--- config.mk ---
export PLATFORM = sky130hd
export DESIGN_NAME = capture_video_v2
export DESIGN_NICKNAME = d
export VERILOG_FILES = /design/src/rtl/capture_video_v2_pkg.sv /design/src/rtl/capture_video_v2_fifo.sv /design/src/rtl/capture_video_v2.sv
export SDC_FILE = /design/constraint.sdc
export NUM_CORES = 1
export LEC_CHECK = 0
export ABC_AREA = 1
export ABC_CLOCK_PERIOD_IN_PS = 14300
export BUFFER_PORTS_ARGS = -buffer_cell sky130_fd_sc_hd__clkbuf_2
export CORE_MARGIN = 1
export CORE_UTILIZATION = 30
export DETAILED_ROUTE_END_ITERATION = 12
export SYNTH_ARGS = -nofsm -noshare
export SYNTH_HDL_FRONTEND = slang
export SYNTH_SLANG_ARGS = --single-unit
--- constraint.sdc ---
create_clock -name ACLK -period 14.3 [get_ports ACLK]
set_input_delay 1.43 -clock ACLK [delete_from_list [all_inputs] [get_ports ACLK]]
set_output_delay 1.43 -clock ACLK [all_outputs]
set_load 0.02 [all_outputs]
--- src/rtl/capture_video_v2_pkg.sv ---
// Shared types and helpers for the v2 video capture block: FSM encoding,
// TKEEP lane helper and reset constants.
package capture_video_v2_pkg;

    typedef enum logic [1:0] {
        ST_IDLE     = 2'd0,
        ST_WAIT_SOF = 2'd1,
        ST_CAPTURE  = 2'd2,
        ST_DROP     = 2'd3
    } cap_state_t;

    localparam cap_state_t  STATE_RST  = ST_IDLE;
    localparam logic [15:0] FRAMES_RST = 16'd0;

    // A TKEEP byte lane is on when it falls inside the filled pixel slots.
    function automatic logic keep_lane_on(input int lane, input int pixels, input int bytes_per_pix);
        return lane < pixels * bytes_per_pix;
    endfunction

endpackage

--- src/rtl/capture_video_v2_fifo.sv ---
// Synchronous show-ahead FIFO; the head word is visible on pop_data while not empty.
// A push into a full FIFO is accepted when a pop happens in the same cycle.
module capture_video_v2_fifo #(
    parameter int WIDTH = 8,
    parameter int DEPTH = 16
) (
    input  logic             clk,
    input  logic             rst,
    input  logic             push,
    input  logic [WIDTH-1:0] push_data,
    input  logic             pop,
    output logic [WIDTH-1:0] pop_data,
    output logic             full,
    output logic             empty
);

    localparam int AW = $clog2(DEPTH);

    logic [WIDTH-1:0] mem [DEPTH];
    logic [AW-1:0]    wr_ptr;
    logic [AW-1:0]    rd_ptr;
    logic [AW:0]      count;
    logic             do_push;
    logic             do_pop;

    assign full     = (count == (AW+1)'(DEPTH));
    assign empty    = (count == '0);
    assign do_pop   = pop && !empty;
    assign do_push  = push && (!full || do_pop);
    assign pop_data = mem[rd_ptr];

    always_ff @(posedge clk) begin
        if (rst) begin
            wr_ptr <= '0;
            rd_ptr <= '0;
            count  <= '0;
        end else begin
            if (do_push) wr_ptr <= wr_ptr + 1'b1;
            if (do_pop)  rd_ptr <= rd_ptr + 1'b1;
            case ({do_push, do_pop})
                2'b10:   count <= count + 1'b1;
                2'b01:   count <= count - 1'b1;
                default: count <= count;
            endcase
        end
    end

    always_ff @(posedge clk) begin
        if (do_push) mem[wr_ptr] <= push_data;
    end

endmodule

--- src/rtl/capture_video_v2.sv ---
// Parallel video to AXI4-Stream capture: registers the pixel bus, packs
// PIX_PER_BEAT pixels per beat and queues beats in a FIFO toward the stream.
module capture_video_v2
    import capture_video_v2_pkg::*;
#(
    parameter int PIX_WIDTH    = 8,
    parameter int PIX_PER_BEAT = 4,
    parameter int FIFO_DEPTH   = 16,
    parameter int LINE_W_BITS  = 12
) (
    input  logic                                ACLK,
    input  logic                                ARESET,
    input  logic                                vid_valid,
    input  logic [PIX_WIDTH-1:0]                vid_data,
    input  logic                                vid_sof,
    input  logic                                vid_eol,
    input  logic                                cfg_enable,
    input  logic                                cfg_single,
    input  logic                                cfg_arm,
    input  logic                                cfg_clear,
    output logic                                status_busy,
    output logic                                status_overflow,
    output logic                                status_sync_err,
    output logic [15:0]                         status_frames,
    output logic [LINE_W_BITS-1:0]              status_line_len,
    output logic                                M_AXIS_TVALID,
    output logic [PIX_WIDTH*PIX_PER_BEAT-1:0]   M_AXIS_TDATA,
    output logic [PIX_WIDTH*PIX_PER_BEAT/8-1:0] M_AXIS_TKEEP,
    output logic                                M_AXIS_TUSER,
    output logic                                M_AXIS_TLAST,
    input  logic                                M_AXIS_TREADY
);

    localparam int BEAT_W = PIX_WIDTH * PIX_PER_BEAT;
    localparam int KEEP_W = BEAT_W / 8;
    localparam int BPP    = PIX_WIDTH / 8;
    localparam int SLOT_W = (PIX_PER_BEAT > 1) ? $clog2(PIX_PER_BEAT) : 1;
    localparam int FIFO_W = BEAT_W + KEEP_W + 2;
    localparam logic [LINE_W_BITS-1:0] LINE_MAX = '1;

    function automatic logic [LINE_W_BITS-1:0] sat_inc(input logic [LINE_W_BITS-1:0] v);
        return (v == LINE_MAX) ? v : v + 1'b1;
    endfunction

    cap_state_t             state;
    logic [SLOT_W-1:0]      slot;
    logic [BEAT_W-1:0]      beat_data;
    logic                   beat_user;
    logic [LINE_W_BITS-1:0] line_cnt;

    logic                   vld_p0;
    logic [PIX_WIDTH-1:0]   data_p0;
    logic                   sof_p0;
    logic                   eol_p0;

    logic                   sof_v;
    logic                   cap;
    logic                   emit;
    logic                   ovf_set;
    logic                   sync_set;
    logic                   push;
    logic                   pop;
    logic [SLOT_W-1:0]      eff_slot;
    logic [SLOT_W:0]        fill;
    logic [BEAT_W-1:0]      work;
    logic                   work_user;
    logic [KEEP_W-1:0]      work_keep;
    logic [LINE_W_BITS-1:0] line_inc;
    logic [FIFO_W-1:0]      fifo_word;
    logic                   fifo_full;
    logic                   fifo_empty;

    // Stage p0: register the free-running pixel bus
    always_ff @(posedge ACLK) begin
        if (ARESET) vld_p0 <= 1'b0;
        else        vld_p0 <= vid_valid;
    end

    always_ff @(posedge ACLK) begin
        data_p0 <= vid_data;
        sof_p0  <= vid_sof;
        eol_p0  <= vid_eol;
    end

    // Packer: merge the p0 pixel into the open beat and decide on emission
    always_comb begin
        sof_v     = vld_p0 && sof_p0;
        cap       = 1'b0;
        if (cfg_enable && vld_p0) begin
            case (state)
                ST_WAIT_SOF: cap = sof_p0;
                ST_CAPTURE:  cap = !(sof_p0 && cfg_single);
                ST_DROP:     cap = sof_p0 && !cfg_single;
                default:     cap = 1'b0;
            endcase
        end
        sync_set  = cfg_enable && (state == ST_CAPTURE) && sof_v && (slot != '0);
        eff_slot  = sof_p0 ? '0 : slot;
        fill      = {1'b0, eff_slot} + 1'b1;
        work      = (eff_slot == '0) ? '0 : beat_data;
        for (int i = 0; i < PIX_PER_BEAT; i++) begin
            if (eff_slot == SLOT_W'(i)) work[i*PIX_WIDTH +: PIX_WIDTH] = data_p0;
        end
        work_user = (eff_slot == '0) ? sof_p0 : beat_user;
        for (int i = 0; i < KEEP_W; i++) begin
            work_keep[i] = keep_lane_on(i, int'(fill), BPP);
        end
        emit      = cap && (eol_p0 || (eff_slot == SLOT_W'(PIX_PER_BEAT-1)));
        ovf_set   = emit && fifo_full && !pop;
        push      = emit && !ovf_set;
        line_inc  = sat_inc(sof_p0 ? '0 : line_cnt);
    end

    always_ff @(posedge ACLK) begin
        if (ARESET) begin
            state           <= STATE_RST;
            status_busy     <= 1'b0;
            slot            <= '0;
            line_cnt        <= '0;
            status_line_len <= '0;
            status_frames   <= FRAMES_RST;
            status_overflow <= 1'b0;
            status_sync_err <= 1'b0;
        end else begin
            if (!cfg_enable) begin
                state       <= ST_IDLE;
                status_busy <= 1'b0;
            end else if (ovf_set) begin
                state       <= ST_DROP;
                status_busy <= 1'b1;
            end else begin
                case (state)
                    ST_IDLE: if (!cfg_single || cfg_arm) begin
                        state       <= ST_WAIT_SOF;
                        status_busy <= 1'b1;
                    end
                    ST_WAIT_SOF: if (sof_v) begin
                        state       <= ST_CAPTURE;
                        status_busy <= 1'b1;
                    end
                    ST_CAPTURE: if (sof_v && cfg_single) begin
                        state       <= ST_IDLE;
                        status_busy <= 1'b0;
                    end
                    ST_DROP: if (sof_v) begin
                        state       <= cfg_single ? ST_IDLE : ST_CAPTURE;
                        status_busy <= !cfg_single;
                    end
                    default: begin
                        state       <= ST_IDLE;
                        status_busy <= 1'b0;
                    end
                endcase
            end

            // A rejected SOF or a disable abandons whatever partial beat was open
            if (cap)                        slot <= emit ? '0 : fill[SLOT_W-1:0];
            else if (!cfg_enable || sof_v)  slot <= '0;

            if (cap && sof_p0) status_frames <= status_frames + 16'd1;

            if (cap) begin
                if (eol_p0) begin
                    status_line_len <= line_inc;
                    line_cnt        <= '0;
                end else begin
                    line_cnt <= line_inc;
                end
            end

            if (ovf_set)        status_overflow <= 1'b1;
            else if (cfg_clear) status_overflow <= 1'b0;
            if (sync_set)       status_sync_err <= 1'b1;
            else if (cfg_clear) status_sync_err <= 1'b0;
        end
    end

    always_ff @(posedge ACLK) begin
        if (cap) begin
            beat_data <= work;
            beat_user <= work_user;
        end
    end

    // Stage p1: completed beats queued toward the stream
    capture_video_v2_fifo #(
        .WIDTH (FIFO_W),
        .DEPTH (FIFO_DEPTH)
    ) u_fifo (
        .clk       (ACLK),
        .rst       (ARESET),
        .push      (push),
        .push_data ({work_user, eol_p0, work_keep, work}),
        .pop       (pop),
        .pop_data  (fifo_word),
        .full      (fifo_full),
        .empty     (fifo_empty)
    );

    assign M_AXIS_TVALID = !fifo_empty;
    assign pop           = M_AXIS_TVALID && M_AXIS_TREADY;
    assign M_AXIS_TDATA  = fifo_empty ? '0   : fifo_word[BEAT_W-1:0];
    assign M_AXIS_TKEEP  = fifo_empty ? '0   : fifo_word[BEAT_W +: KEEP_W];
    assign M_AXIS_TLAST  = fifo_empty ? 1'b0 : fifo_word[BEAT_W+KEEP_W];
    assign M_AXIS_TUSER  = fifo_empty ? 1'b0 : fifo_word[BEAT_W+KEEP_W+1];

endmodule

==> metrics.cfg <==
[drt]
viasPerCell = 4.90
drtIter0Drc = 1902
detail-route-antenna-nets = 0
dr.pass1.iters = 5
wl_per_cell_um = 19.4
num_vias = 19200
drc = 0
routed_wl_um = 75900

[floorplanning]
start_util_pct = 30.5
die_w_um = 314
die-area_mm2 = 0.0983
rows = 113
chipHeight_um = 314
pin_count = 88
core_area_mm2 = 0.0956

[cells_and_area]
fin_cells = 3912
drive_gt1_share_pct = 11.6
fill_cells = 9361
area_delta_synth_final_pct = 15.5
nets = 2616
utilization_pct = 35.2
diodes = 0

[global_route]
busiest_layer = met2
grt_usage_pct = 15.2
met2_usage_pct = 24.5
grt_max_degree = 212
met3_usage_pct = 2.76
antenna_found_initial = 2
grt_pass1_vias = 18200
use_met1_pct = 20.8
globalRouteOverflowTotal = 0
grt_pass1_wl_um = 114000

[setup_path]
critical_path_required_ps = 12870
startpoint_type = flop
arrival_ps = 3900
r2r_cells = 9
crit_type = reg -> out
reg2reg_to = u_fifo.mem[14][14]
crit_fanout = 128
r2r_start = sof_p0
r2r_slack_ps = 9760
crit_path_end_kind = primary output

[timing]
setup_violations = 0
final.setup.tns_ps = 0
maxSlewViolCount = 0
whs_ps = 470
worst_pin_slew_ps = 1360
finalHoldViolCount = 0
min_period_ps = 5330
relSlewSlack_pct = 9.11
fmax_mhz = 188
skew_ps = 24.8
finalCritPeriodShare_pct = 37.3
rsz0062_at_grt = false

[placed_design]
port_buffers = 87
dp_hpwl_um = 38100
gp_congestion = 0.769
numPlacedInstances = 3766

[job]
max-cap-violations = 0

[cts]
clock-sinks = 716
cts_hold_buf = 0
cts_setup_buffers = 0
clk_latency_ps = 640
cts_buffers = 80
cts-root-buf = clkbuf_16
cts.reportedPaths.clkPinSlew_ps = 60
clock_path_buffers = 3
cts_resized = 0
htreeDepth = 3
cts_tree = done

[synthesis]
synth_top_area_cell = edfxtp_1
ys_seq_elements = 716
synth_top_area_share_pct = 66.1
syn_area_mm2 = 0.0291
synth_nets = 2532
synth_area_per_cell_um2 = 11.7
yosys_warnings = 0
ys_types = 37
synth_ff_type = edfxtp_1
synthTopCellsByArea = edfxtp_1 (66%), nand2_1 (5.2%), dfxtp_1 (5.2%)
synth_edf_count = 641
yosysSeqAreaShare_pct = 71.3
syn-instance-count = 2499
synthArstFlopShare_pct = 0

[pwr]
ir_drop_mv = 0.144
power.density_mw_per_mm2 = 169
p_leak_uw = 0.0117

[min_path]
worstHoldPathCells = 2
holdPathEnd = status_overflow
min-delay-start = status_overflow
hold_path_class = reg -> reg

[run_status]
status = finished, final reports clean

## per-layer routing
layer | routed length [um] | vias to the layer above
met5 | 27 | -
met4 | 1550 | 4
met3 | 5220 | 110
met2 | 35600 | 599
met1 | 33500 | 9417
li1 | - | 9057
## flip-flops by register name, summed over array words and instances (netlist names), 4 cells and up, named ones only
signal and count:
line_cnt 12, status_frames 16, u_fifo.wr_ptr 4, status_line_len 12
u_fifo.count 5, beat_data 32, data_p0 8, u_fifo.mem 608
u_fifo.rd_ptr 4
## critical path: stages, from the launching register on
cell and delay (ps):
dfxtp_4 520, inv_6 770, buf_4 760, o21ai_0 210, o211ai_1 210, nand3_1 100, a21oi_1 370, clkbuf_2 250
## power by group
| group | internal, uW | total, uW | switching [uW] |
|---|---|---|---|
| sequential | 2270 | 2320 | 47.9 |
| combinational | 368 | 1350 | 978 |
| clock | 1170 | 2010 | 834 |
## cells by family after synthesis
| family | count (synthesis) | share of synthesized area [%] |
|---|---|---|
| and+or+nand+nor | 981 | 13.7 |
| DFF | 716 | 71.3 |
| AOI/OAI and AO/OA | 536 | 10.2 |
| buffers and inverters | 234 | 3.61 |
| xor gates and xnor gates | 17 | 0.511 |
| adders and majority gates | 15 | 0.644 |
## layout make-up
cell class	instances	area (um2)	share of cell area [%]
tap	1265	1580	4.71
multi-input combinational	1549	7440	22.1
sequential	716	20800	61.7
timing repair buffer	151	928	2.76
inverter	85	339	1.01
clock inverter	44	405	1.21
clock buffer	102	2180	6.47
## worst max-delay path by stage
stage | start | to | slack (ps) | cells after the start
after floorplan | cfg_enable | u_fifo.mem[11][0] | 9120 | 6
after global placement | flop | M_AXIS_TKEEP[2] | 9560 | 9
after detailed placement | flop | M_AXIS_TDATA[21] | 9560 | 7
after CTS | flop | M_AXIS_TDATA[21] | 8870 | 7
after global routing | flop | M_AXIS_TDATA[21] | 8700 | 7
final | flop | M_AXIS_TDATA[21] | 8970 | 7
## through the flow
step                      worst slack (ps)  cell area [um2]  total power (uW)
after detailed placement              9560            31100              3730
final                                 8970            33600              5680
after global routing                  8700            33600              5940
after CTS                             8870            33600              5730
after global placement                9560            31100              3720
after floorplan                       9120            29100              3300
## placed cells by master, fill, tap and decap left out, types with 8 or more instances in the layout
cell type  instances
clkbuf_16         82
clkinv_1          15
o211ai_1          77
nor2_4            16
o21ai_0          255
a21oi_1          156
inv_1             77
ha_1              15
clkbuf_2          87
clkinv_2          13
xor2_1            16
clkbuf_1          15
nor2_1           363
nand2_1          402
nand4_1            9
buf_4             63
o31ai_1           38
nand3_1          166
edfxtp_1         641
dfxtp_1           71
nor3_1             8
## cell usage after synthesis (6+ instances only)
library cell and n:
nand3_1 166, buf_6 12, o211ai_1 77, dfxtp_1 75, a21oi_1 156, ha_1 15
inv_1 77, buf_2 39, a31oi_1 6, nor3_1 10, nand2_1 402, o21ai_0 257
nor2_1 378, clkbuf_1 88, xor2_1 16, edfxtp_1 641, buf_4 7, nand4_1 9
o31ai_1 38
Power figures use the tool's default switching activity.
